### config.mk
export PLATFORM = sky130hd
export DESIGN_NAME = line_fill_buffer_flat
export DESIGN_NICKNAME = d
export VERILOG_FILES = /design/src/rtl/line_fill_buffer_if.sv /design/src/rtl/line_fill_buffer.sv /design/src/flat_wrapper.sv
export SDC_FILE = /design/constraint.sdc
export NUM_CORES = 1
export LEC_CHECK = 0
export CORE_UTILIZATION = 50
export CTS_CLUSTER_DIAMETER = 50
export DETAILED_ROUTE_END_ITERATION = 10
export GPL_ROUTABILITY_DRIVEN = 0
export PLACE_DENSITY_LB_ADDON = 0.12
export SYNTH_ARGS = -nofsm -noshare
export SYNTH_HDL_FRONTEND = slang
export SYNTH_HIERARCHICAL = 1
export SYNTH_SLANG_ARGS = --single-unit
### constraint.sdc
create_clock -name clk -period 3 [get_ports clk]
set_input_delay 0.6 -clock clk [delete_from_list [all_inputs] [get_ports clk]]
set_output_delay 0.6 -clock clk [all_outputs]
set_load 0.01 [all_outputs]
### src/rtl/line_fill_buffer_if.sv
// Cache-side, memory-side and line-delivery signals of the line fill buffer.
// slave is the buffer's view; master is the cache/memory environment's view.
interface line_fill_buffer_if #(
  parameter int DATA_SIZE      = 32,
  parameter int WORDS_PER_LINE = 8,
  parameter int ADDR_SIZE      = 32
);
  logic                                req_valid;
  logic                                req_ready;
  logic [ADDR_SIZE-1:0]                req_addr;
  logic                                mem_req_valid;
  logic                                mem_req_ready;
  logic [ADDR_SIZE-1:0]                mem_addr;
  logic                                mem_rsp_valid;
  logic [DATA_SIZE-1:0]                mem_rsp_data;
  logic                                line_valid;
  logic                                line_ready;
  logic [ADDR_SIZE-1:0]                line_addr;
  logic [WORDS_PER_LINE*DATA_SIZE-1:0] line_data;
  logic                                crit_valid;
  logic [DATA_SIZE-1:0]                crit_data;

  modport slave (
    input  req_valid, req_addr, mem_req_ready, mem_rsp_valid, mem_rsp_data, line_ready,
    output req_ready, mem_req_valid, mem_addr, line_valid, line_addr, line_data,
           crit_valid, crit_data
  );

  modport master (
    output req_valid, req_addr, mem_req_ready, mem_rsp_valid, mem_rsp_data, line_ready,
    input  req_ready, mem_req_valid, mem_addr, line_valid, line_addr, line_data,
           crit_valid, crit_data
  );
endinterface

### src/rtl/line_fill_buffer.sv
// Line fill buffer: fetches one cache line word by word and presents it whole.
// Define CRITICAL_WORD_FIRST_EN to start at the missing word and pulse crit_valid.
module lfb_slot #(
  parameter int W = 32
) (
  input  logic         clk,
  input  logic         rst,
  input  logic         we,
  input  logic [W-1:0] d,
  output logic [W-1:0] q
);
  always_ff @(posedge clk or posedge rst) begin
    if (rst)     q <= '0;
    else if (we) q <= d;
  end
endmodule

module line_fill_buffer #(
  parameter int DATA_SIZE      = 32,
  parameter int WORDS_PER_LINE = 8,
  parameter int ADDR_SIZE      = 32
) (
  input  logic               clk,
  input  logic               rst,
  line_fill_buffer_if.slave  bus
);
  localparam int OFFSET    = $clog2(DATA_SIZE/8);
  localparam int WORD_BITS = $clog2(WORDS_PER_LINE);
  localparam int LINE_LSB  = WORD_BITS + OFFSET;
  localparam int BASE_W    = ADDR_SIZE - LINE_LSB;

  typedef enum logic [1:0] {IDLE, ISSUE, WAIT, DONE} state_t;

  // Packed as {base, idx} so it maps straight onto the word-address bits.
  typedef struct packed {
    logic [BASE_W-1:0]    base;
    logic [WORD_BITS-1:0] idx;
  } fill_t;

  state_t                                  state_q, state_d;
  fill_t                                   fill_q;
  logic [WORD_BITS:0]                      cnt_q;
  logic                                    req_ready;
  logic                                    accept;
  logic                                    fill_we;
  logic                                    last_word;
  logic [WORD_BITS-1:0]                    start_idx;
  logic [ADDR_SIZE-1:0]                    word_addr;
  logic [ADDR_SIZE-1:0]                    line_base;
  logic [WORDS_PER_LINE-1:0][DATA_SIZE-1:0] slot_q;
  logic                                    unused_addr;

  assign unused_addr = ^bus.req_addr[LINE_LSB-1:0];

`ifdef CRITICAL_WORD_FIRST_EN
  assign start_idx = bus.req_addr[LINE_LSB-1:OFFSET];
`else
  assign start_idx = '0;
`endif

  // Gated by rst so the cache never sees ready while reset is still held.
  assign req_ready = (state_q == IDLE) && !rst;
  assign accept    = bus.req_valid && req_ready;
  assign last_word = (cnt_q == (WORD_BITS+1)'(WORDS_PER_LINE-1));

  always_comb begin
    state_d = state_q;
    fill_we = 1'b0;
    case (state_q)
      IDLE:    if (accept) state_d = ISSUE;
      ISSUE:   if (bus.mem_req_ready) state_d = WAIT;
      WAIT: begin
        if (bus.mem_rsp_valid) begin
          fill_we = 1'b1;
          state_d = last_word ? DONE : ISSUE;
        end
      end
      DONE:    if (bus.line_ready) state_d = IDLE;
      default: state_d = IDLE;
    endcase
  end

  always_ff @(posedge clk or posedge rst) begin
    if (rst) begin
      state_q <= IDLE;
      fill_q  <= '0;
      cnt_q   <= '0;
    end else begin
      state_q <= state_d;
      if (accept) begin
        fill_q.base <= bus.req_addr[ADDR_SIZE-1:LINE_LSB];
        fill_q.idx  <= start_idx;
        cnt_q       <= '0;
      end else if (fill_we) begin
        fill_q.idx  <= fill_q.idx + WORD_BITS'(1);
        cnt_q       <= cnt_q + (WORD_BITS+1)'(1);
      end
    end
  end

  for (genvar i = 0; i < WORDS_PER_LINE; i++) begin : g_slot
    lfb_slot #(.W(DATA_SIZE)) u_slot (
      .clk (clk),
      .rst (rst),
      .we  (fill_we && (fill_q.idx == WORD_BITS'(i))),
      .d   (bus.mem_rsp_data),
      .q   (slot_q[i])
    );
  end

  always_comb begin
    word_addr                        = '0;
    word_addr[ADDR_SIZE-1:OFFSET]    = fill_q;
    line_base                        = '0;
    line_base[ADDR_SIZE-1:LINE_LSB]  = fill_q.base;
  end

  assign bus.req_ready     = req_ready;
  assign bus.mem_req_valid = (state_q == ISSUE);
  assign bus.mem_addr      = (state_q == ISSUE) ? word_addr : '0;
  assign bus.line_valid    = (state_q == DONE);
  assign bus.line_addr     = (state_q == DONE) ? line_base : '0;
  assign bus.line_data     = slot_q;

`ifdef CRITICAL_WORD_FIRST_EN
  logic                 crit_valid_q;
  logic [DATA_SIZE-1:0] crit_data_q;
  logic                 crit_hit;

  // The first response of a fill is always the requested word.
  assign crit_hit = fill_we && (cnt_q == '0);

  always_ff @(posedge clk or posedge rst) begin
    if (rst) begin
      crit_valid_q <= 1'b0;
      crit_data_q  <= '0;
    end else begin
      crit_valid_q <= crit_hit;
      crit_data_q  <= crit_hit ? bus.mem_rsp_data : '0;
    end
  end

  assign bus.crit_valid = crit_valid_q;
  assign bus.crit_data  = crit_data_q;
`else
  assign bus.crit_valid = 1'b0;
  assign bus.crit_data  = '0;
`endif
endmodule

### src/flat_wrapper.sv
// flat-port wrapper written by rule: the top's interface ports become plain ports
module line_fill_buffer_flat 
#(
  parameter int DATA_SIZE      = 32,
  parameter int WORDS_PER_LINE = 8,
  parameter int ADDR_SIZE      = 32
)
  (clk, rst, bus_req_valid, bus_req_addr, bus_mem_req_ready, bus_mem_rsp_valid, bus_mem_rsp_data, bus_line_ready, bus_req_ready, bus_mem_req_valid, bus_mem_addr, bus_line_valid, bus_line_addr, bus_line_data, bus_crit_valid, bus_crit_data);
  line_fill_buffer_if #(.DATA_SIZE(DATA_SIZE), .WORDS_PER_LINE(WORDS_PER_LINE), .ADDR_SIZE(ADDR_SIZE)) bus_i ();
  input  logic clk;
  input  logic rst;
  input wire logic [$bits(bus_i.req_valid)-1:0] bus_req_valid;
  input wire logic [$bits(bus_i.req_addr)-1:0] bus_req_addr;
  input wire logic [$bits(bus_i.mem_req_ready)-1:0] bus_mem_req_ready;
  input wire logic [$bits(bus_i.mem_rsp_valid)-1:0] bus_mem_rsp_valid;
  input wire logic [$bits(bus_i.mem_rsp_data)-1:0] bus_mem_rsp_data;
  input wire logic [$bits(bus_i.line_ready)-1:0] bus_line_ready;
  output wire logic [$bits(bus_i.req_ready)-1:0] bus_req_ready;
  output wire logic [$bits(bus_i.mem_req_valid)-1:0] bus_mem_req_valid;
  output wire logic [$bits(bus_i.mem_addr)-1:0] bus_mem_addr;
  output wire logic [$bits(bus_i.line_valid)-1:0] bus_line_valid;
  output wire logic [$bits(bus_i.line_addr)-1:0] bus_line_addr;
  output wire logic [$bits(bus_i.line_data)-1:0] bus_line_data;
  output wire logic [$bits(bus_i.crit_valid)-1:0] bus_crit_valid;
  output wire logic [$bits(bus_i.crit_data)-1:0] bus_crit_data;
  assign bus_i.req_valid = bus_req_valid;
  assign bus_i.req_addr = bus_req_addr;
  assign bus_i.mem_req_ready = bus_mem_req_ready;
  assign bus_i.mem_rsp_valid = bus_mem_rsp_valid;
  assign bus_i.mem_rsp_data = bus_mem_rsp_data;
  assign bus_i.line_ready = bus_line_ready;
  assign bus_req_ready = bus_i.req_ready;
  assign bus_mem_req_valid = bus_i.mem_req_valid;
  assign bus_mem_addr = bus_i.mem_addr;
  assign bus_line_valid = bus_i.line_valid;
  assign bus_line_addr = bus_i.line_addr;
  assign bus_line_data = bus_i.line_data;
  assign bus_crit_valid = bus_i.crit_valid;
  assign bus_crit_data = bus_i.crit_data;
  line_fill_buffer #(.DATA_SIZE(DATA_SIZE), .WORDS_PER_LINE(WORDS_PER_LINE), .ADDR_SIZE(ADDR_SIZE)) u_core (.clk(clk), .rst(rst), .bus(bus_i));
endmodule
==> results_dict.tcl <==
set metrics [dict create \
    status "completed" \
    die_y_um 164.3 \
    cts_resized 0 \
    r2r_cells 4 \
    synth.top_cell.area_share 0.5551 \
    async_flop_share 1.000 \
    vias_per_cell 4.965 \
    dr.pass1.iters 4 \
    die_x_um 164.3 \
    overflow 0 \
    cts_root_buffer "clkbuf_16" \
    fp-row-count 59 \
    p_per_area_nw_per_um2 940.7 \
    p_total_mw 17.04 \
    dp_hpwl_um 23300 \
    grt_pass1_vias 8045 \
    insertedDiodeCount 0 \
    die_area_um2 26980 \
    start_kind "flip-flop" \
    setup_tns_ns 0 \
    skew_ns 0.01327 \
    synth_flop_cell "dfrtp_1" \
    fin_nets 1306 \
    p_leak_nw 8.473 \
    setup_slack_ns 0.1984 \
    drt-initial-drc-count 488 \
    critPathKind "flip-flop to output pin" \
    grt_max_degree 37 \
    antenna_found_initial 0 \
    synthTopCellsByCount "dfrtp_1, mux2_4, nand2_1" \
    drive_gt1_frac 0.2841 \
    port_buffers 380 \
    synth-edff-count 0 \
    slew-limit-headroom 0.4180 \
    hp-class "flip-flop to flip-flop" \
    ys_types 32 \
    max_freq_mhz 356.9 \
    cts.sinks 292 \
    final_area_um2 18120 \
    syn2layout_area_growth_pct 37.63 \
    layout_min_cycle_time_ns 2.802 \
    antenna_left 0 \
    vias 7885 \
    hold_depth 1 \
    post-cts-setup-buffer-count 0 \
    io_pins 426 \
    cts_tree "done" \
    avgSynthCellArea_um2 15.69 \
    routedWlPerCell_um 21.61 \
    ys_seq_area_frac 0.5551 \
    h-tree-depth 2 \
    max-cap-violations 0 \
    track_usage 0.2536 \
    totalWireLength_um 34310 \
    synth_largest_area_cell "dfrtp_1" \
    cts_max_path_buffers 3 \
    rsz0062_at_grt "false" \
    setup_viol 0 \
    ys_ff_latch 292 \
    tightest_slew_ns 0.8718 \
    remaining_drc_errors 0 \
    placed_area_um2 16870 \
    finalMaxSlewViolations 0 \
    grt_pass1_wl_um 51050 \
    path_clk_slew_ns 0.05 \
    synth.most_common_cell "dfrtp_1" \
    cp.required_ns 2.40 \
    hold_viol_final 0 \
    crit_arrival_ns 2.20 \
    cts_buffers 36 \
    period_share 0.9339 \
    hold_buffers 0 \
    core_um2 25910 \
    path_max_fanout 22 \
    crit_path_end_kind "output pin" \
    clk_latency_ns 0.50 \
    yosysWarnings 6 \
    ir_drop_v 0.0005919 \
    ys_top_cells_by_area "dfrtp_1, mux2_4, buf_12" \
    netlist_area_um2 13160 \
    initial_core_util 0.5080 \
    syn_inst 839 \
    place_ws_ns 0.4292 \
]
## critical path, stage by stage, from the launching register on
cell and delay (ns):
dfrtp_1 0.34, buf_4 0.22, nor2b_1 0.19, buf_4 0.24, and2_1 0.15, clkdlybuf4s50_1 0.57
## path summary, 6_finish.rpt
| path | startpoint | endpoint | slack [ns] |
|---|---|---|---|
| max reg2reg | u_core/state_q[1] | u_core/g_slot[0].u_slot/q[12] | 0.92 |
| min in group asynchronous | rst | u_core/g_slot[1].u_slot/q[17] | 0.68 |
| min reg2reg | u_core/cnt_q[3] | u_core/cnt_q[3] | 0.47 |
| max in group asynchronous | rst | u_core/g_slot[6].u_slot/q[4] | 1.61 |
| max | u_core/state_q[0] | bus_mem_addr[7] | 0.20 |
| min | u_core/cnt_q[3] | u_core/cnt_q[3] | 0.47 |
## flip-flops by register name, indices dropped and copies added, names as in the netlist
name / count
u_core/cnt_q: 4
u_core/fill_q: 30
u_core/g_slot.u_slot/q: 256
u_core/state_q: 2
## where the power goes
group | internal (mW) | leakage [nW] | switching [mW] | total (mW)
combinational | 4.02 | 3.99 | 2.39 | 6.41
clock | 2.86 | 0.604 | 1.64 | 4.50
sequential | 5.26 | 3.88 | 0.876 | 6.13
## layout by cell type (no fill, tap or decap), types with 8 or more instances in the layout
| master | n |
|---|---|
| nand2_1 | 82 |
| dfrtp_1 | 291 |
| nor2_1 | 8 |
| buf_4 | 13 |
| mux2_2 | 16 |
| mux2_4 | 240 |
| and2_1 | 31 |
| clkbuf_16 | 37 |
| clkdlybuf4s50_1 | 380 |
| buf_12 | 11 |
| and3_1 | 26 |
| conb_1 | 40 |
## layout make-up
type                    instances  area (um2)
fillers                      1778        7794
repair buffers                404        4121
well taps                     335       419.2
flip-flops and latches        292        7308
clock inverters                12       197.7
inverters                      13       48.80
multi-input cells             482        4977
clock buffers                  50        1045
## cell families (layout without fill, tap and decap cells)
family / Yosys count / after routing / share of synthesized area
DFF: 292 / 292 / 0.5551
muxes: 259 / 259 / 0.2897
and+or+nand+nor: 167 / 167 / 0.06492
buffers and inverters: 104 / 479 / 0.07870
adders and majority gates: 7 / 7 / 0.006653
AOI/OAI and AO/OA: 6 / 6 / 0.002660
xor gates and xnor gates: 3 / 3 / 0.001996
other: 1 / 40 / 0.0002849
## routing by layer
metal / vias to the layer above / track usage / wire length [um]
met5: - / 0 / 0
met3: 48 / 0.06591 / 2462
li1: 3530 / - / -
met2: 304 / 0.4085 / 16360
met4: 0 / 0.07029 / 690
met1: 4003 / 0.3377 / 14800
## metrics by stage
step | utilization | std cells | hold WS [ns]
6_report | 0.6992 | 1588 | 0.4693
5_1_grt | 0.6992 | 1588 | 0.4967
4_1_cts | 0.6992 | 1588 | 0.4771
3_5_place_dp | 0.6512 | 1526 | 0.4698
3_3_place_gp | 0.6512 | 1526 | 0.4574
2_1_floorplan | - | 878 | 0.4375
Power figures use the tool's default switching activity.
